**src/rtl/regfile_sb.sv**
```systemverilog
// Parametrised register file with same-cycle write bypass and a per-register
// pending-write scoreboard feeding the hazard unit.
module regfile_sb #(
   parameter  int unsigned XLEN  = 32,
   parameter  int unsigned NREGS = 32,
   parameter  int unsigned NREAD = 2,
   parameter  int unsigned CW    = 2,
   localparam int unsigned AW    = $clog2(NREGS)
) (
   input  logic                  i_clk,
   input  logic                  i_rst_n,
   input  logic [NREAD*AW-1:0]   i_raddr,
   output logic [NREAD*XLEN-1:0] o_rdata,
   output logic [NREAD-1:0]      o_rbusy,
   input  logic                  i_write,
   input  logic [AW-1:0]         i_waddr,
   input  logic [XLEN-1:0]       i_wdata,
   input  logic                  i_issue,
   input  logic [AW-1:0]         i_issue_rd,
   output logic                  o_issue_stall,
   output logic [NREGS-1:0]      o_busy,
   output logic [NREGS*XLEN-1:0] o_regs
);

   localparam logic [CW-1:0] CntMax = '1;

   logic [XLEN-1:0] regs_q [NREGS-1:1];
   logic [XLEN-1:0] regs_d [NREGS-1:1];
   logic [CW-1:0]   cnt_q  [NREGS-1:1];
   logic [CW-1:0]   cnt_d  [NREGS-1:1];

   // Full-range views with a constant-zero entry 0, so any address can index them.
   logic [XLEN-1:0] regs_view [NREGS];
   logic [CW-1:0]   cnt_view  [NREGS];

   logic wr_hit_issue;
   logic issue_ok;

   always_comb begin
      regs_view[0] = '0;
      cnt_view[0]  = '0;
      for (int unsigned r = 1; r < NREGS; r++) begin
         regs_view[r] = regs_q[r];
         cnt_view[r]  = cnt_q[r];
      end
   end

   // A retire to the same register this cycle frees a slot, so no stall then.
   assign wr_hit_issue  = i_write && (i_waddr == i_issue_rd);
   assign o_issue_stall = i_issue && (i_issue_rd != '0) &&
                          (cnt_view[i_issue_rd] == CntMax) && !wr_hit_issue;
   assign issue_ok      = i_issue && !o_issue_stall;

   always_comb begin
      regs_d = regs_q;
      cnt_d  = cnt_q;
      for (int unsigned r = 1; r < NREGS; r++) begin
         if (i_write && (i_waddr == AW'(r))) begin
            regs_d[r] = i_wdata;
         end
         cnt_d[r] = cnt_q[r]
                  + CW'(issue_ok && (i_issue_rd == AW'(r)))
                  - CW'(i_write && (i_waddr == AW'(r)) && (cnt_q[r] != '0));
      end
   end

   always_ff @(posedge i_clk or negedge i_rst_n) begin
      if (!i_rst_n) begin
         for (int unsigned r = 1; r < NREGS; r++) begin
            regs_q[r] <= '0;
            cnt_q[r]  <= '0;
         end
      end else begin
         regs_q <= regs_d;
         cnt_q  <= cnt_d;
      end
   end

   always_comb begin
      o_busy = '0;
      o_regs = '0;
      for (int unsigned r = 1; r < NREGS; r++) begin
         o_busy[r]                = (cnt_q[r] != '0);
         o_regs[r*XLEN +: XLEN]   = regs_q[r];
      end
   end

   for (genvar k = 0; k < NREAD; k++) begin : g_rd
      logic [AW-1:0] addr;
      logic          wr_hit;

      assign addr   = i_raddr[k*AW +: AW];
      assign wr_hit = i_write && (i_waddr == addr);

      assign o_rdata[k*XLEN +: XLEN] = (addr == '0) ? '0 :
                                       wr_hit       ? i_wdata :
                                                      regs_view[addr];
      // A last pending write retiring now reads as not busy alongside the bypass.
      assign o_rbusy[k] =
         (cnt_view[addr] - CW'(wr_hit && (cnt_view[addr] != '0))) != '0;
   end

endmodule
```
**config.mk**
```make
export PLATFORM = sky130hd
export DESIGN_NAME = regfile_sb
export DESIGN_NICKNAME = d
export VERILOG_FILES = /design/src/rtl/regfile_sb.sv
export SDC_FILE = /design/constraint.sdc
export NUM_CORES = 2
export LEC_CHECK = 0
export ABC_CLOCK_PERIOD_IN_PS = 7990
export CORE_AREA = 2 2 463 465
export DETAILED_ROUTE_END_ITERATION = 7
export DIE_AREA = 0 0 465 467
export PLACE_DENSITY = 0.48
export SYNTH_ARGS = -nofsm -noshare
export SYNTH_HDL_FRONTEND = slang
export SYNTH_SLANG_ARGS = --single-unit
```
**constraint.sdc**
```tcl
create_clock -name i_clk -period 7.99 [get_ports i_clk]
set_input_delay 1.9975 -clock i_clk [delete_from_list [all_inputs] [get_ports i_clk]]
set_output_delay 1.9975 -clock i_clk [all_outputs]
set_load 0.1 [all_outputs]
```
==> flow_metrics.env <==
export IMPL_wl_per_cell_um=41.0
export IMPL_drtIter0Drc=4507
export IMPL_syn_inst=4128
export IMPL_hold_viol=0
export IMPL_synth_common_cells="dfrtp_1, mux2_2, mux4_2"
export IMPL_grt_first_pass_wirelength_mm=445
export IMPL_cts_hold_buf=0
export IMPL_die_area_um2=217000
export IMPL_antenna_left=0
export IMPL_cts_buffer_depth=3
export IMPL_firstDrtPassIters=5
export IMPL_die_h_um=467
export IMPL_synth_seq_cells=1054
export IMPL_end_kind="output port"
export IMPL_synth_flop_cell="dfrtp_1"
export IMPL_synth_cell_types=55
export IMPL_path_clk_slew_ns=0.06
export IMPL_finalMaxSlewViolations=0
export IMPL_min_period_ns=7.33
export IMPL_antenna_found_initial=27
export IMPL_fin_nets=5300
export IMPL_worstHoldPathType="reg2reg"
export IMPL_leakagePower_nw=33.6
export IMPL_r2r_setup_slack_ns=4.93
export IMPL_cts_buffers=139
export IMPL_grt_usage_pct=30.1
export IMPL_cp_required_ns=5.99
export IMPL_async_reset_ff_share_pct=100
export IMPL_avgSynthCellArea_um2=14.4
export IMPL_startpoint_type="input port"
export IMPL_cts_tree="built"
export IMPL_cts_resized=0
export IMPL_wirelength_mm=333
export IMPL_grt_overflow=0
export IMPL_drc=0
export IMPL_area_growth_syn_to_layout_pct=34.2
export IMPL_cts_sinks=1054
export IMPL_setup_viol_count_final=0
export IMPL_vias=46119
export IMPL_core_area_um2=212000
export IMPL_worstMarginPinSlew_ns=1.25
export IMPL_hold_ws_ns=0.533
export IMPL_rsz0062_at_grt="no"
export IMPL_cp_arrival_ns=5.33
export IMPL_synthTopCellsByArea="dfrtp_1, mux2_2, mux4_2, mux2i_1, ha_1"
export IMPL_clock_skew_ns=0.0205
export IMPL_maxCapViolCount=0
export IMPL_viasPerCell=5.68
export IMPL_status="finished clean"
export IMPL_postCtsSetupRepairBufs=0
export IMPL_synth_edf_count=0
export IMPL_synth_area_leader_cell="dfrtp_1"
export IMPL_start_util_pct=28.0
export IMPL_port_buffers=1145
export IMPL_grt_max_degree=153
export IMPL_synth_most_common_cell="dfrtp_1"
export IMPL_powerDensity_nw_per_um2=383
export IMPL_ios=1179
export IMPL_relSlewSlack_pct=15.5
export IMPL_dp_hpwl_mm=239
export IMPL_row_count=169
export IMPL_ys_seq_area_share_pct=44.5
export IMPL_cts_root_buf="clkbuf_16"
export IMPL_grt_pass1_vias=46025
export IMPL_netlist_area_leader_share_pct=44.5
export IMPL_netlist_area_um2=59300
export IMPL_fmax_mhz=136
export IMPL_die_width_um=465
export IMPL_gp_congestion=0.927
export IMPL_max_vdd_ir_drop_mv=0.401
export IMPL_crit_type="in2out"
export IMPL_fin_setup_tns_ns=0
export IMPL_cp_max_fo=15
export IMPL_insertion_delay_ns=0.80
export IMPL_min_period_over_period_pct=91.7
export IMPL_synth_warnings=0
export IMPL_htree_levels=4
export IMPL_post_route_cells_drive_above_1_share_pct=43.3
## worst paths after layout
| check | depth (start not counted) | from | to |
|---|---|---|---|
| setup / recovery | 9 | i_waddr[3] | o_rdata[20] |
| hold / removal | 1 | cnt_q[43]$_DFF_PN0_ | cnt_q[43]$_DFF_PN0_ |
| setup reg to reg | 10 | cnt_q[47]$_DFF_PN0_ | cnt_q[37]$_DFF_PN0_ |
| hold reg to reg | 1 | cnt_q[43]$_DFF_PN0_ | cnt_q[43]$_DFF_PN0_ |
| max in group asynchronous | 3 | i_rst_n | o_regs[888]$_DFFE_PN0P_ |
| min in group asynchronous | 1 | i_rst_n | o_regs[205]$_DFFE_PN0P_ |
## flip-flops by register name, summed over array words and instances, names as in the netlist
signal  count
cnt_q      62
o_regs    992
## layer usage
layer,GRT usage (%),share of wire [%],vias up
met4,12.1,4.8,6
li1,-,-,17860
met3,10.5,10,468
met2,45.8,45,2409
met5,0,0.012,-
met1,38.9,41,25376
## placed cells by master, fill, tap and decap left out, types with 37 or more instances in the layout
cell type / n
ha_1: 62
nor2_1: 95
a221oi_1: 37
nand2_1: 139
mux2i_1: 101
o22ai_1: 57
dfrtp_1: 1054
buf_12: 89
xnor2_1: 67
mux2_2: 1037
clkdlybuf4s50_1: 973
clkbuf_16: 140
buf_4: 258
a21oi_1: 66
mux4_2: 517
inv_1: 63
## area by class of cell
cell class	count	area (um^2)
Fill cell	20377	132000
Multi-Input combinational cell	2587	31100
Sequential cell	1054	26400
Timing Repair Buffer	1334	13600
Clock buffer	205	4080
Tap cell	2821	3530
Clock inverter	46	609
Inverter	66	249
Antenna cell	10	25.0
## worst max-delay path, cell delays in order
cell and delay, ns:
clkdlybuf4s50_1 0.85, xor2_1 0.26, nor4_2 0.10, nand3_1 0.16, o21ai_4 0.33, buf_4 0.34, o41ai_1 0.81, buf_4 0.26
buf_12 0.18
## through the flow
step           power, W  cells  utilization (%)  setup slack [ns]  cell area [um^2]
2_1_floorplan    0.0189   4160                -            -0.210             59700
4_1_cts          0.0306   8113             37.6             0.710             79600
3_5_place_dp     0.0239   7862             35.4             0.711             74900
3_3_place_gp     0.0239   7862             35.4             0.605             74900
6_report         0.0305   8123             37.6             0.659             79600
5_1_grt          0.0313   8118             37.6             0.644             79600
## logic make-up (layout without fill, tap and decap cells)
| logic type | Yosys count | after routing | synth area share [%] |
|---|---|---|---|
| compound gates | 316 | 316 | 3.77 |
| other cells | 1 | 43 | 0.00632 |
| simple gates | 415 | 415 | 3.27 |
| flops | 1054 | 1054 | 44.5 |
| buf+inv | 519 | 1651 | 4.29 |
| mux | 1684 | 1684 | 41.8 |
| fa+ha+maj | 62 | 62 | 1.31 |
| xor+xnor | 77 | 77 | 1.14 |
## where the power goes
part	leakage, nW	internal (W)	switching (W)
Clock	2.31	0.00388	0.00268
Sequential	13.4	0.00647	0.00160
Combinational	17.8	0.00416	0.0117
Total	33.6	0.0145	0.0160
No activity file was read; power rests on OpenSTA's default activity.
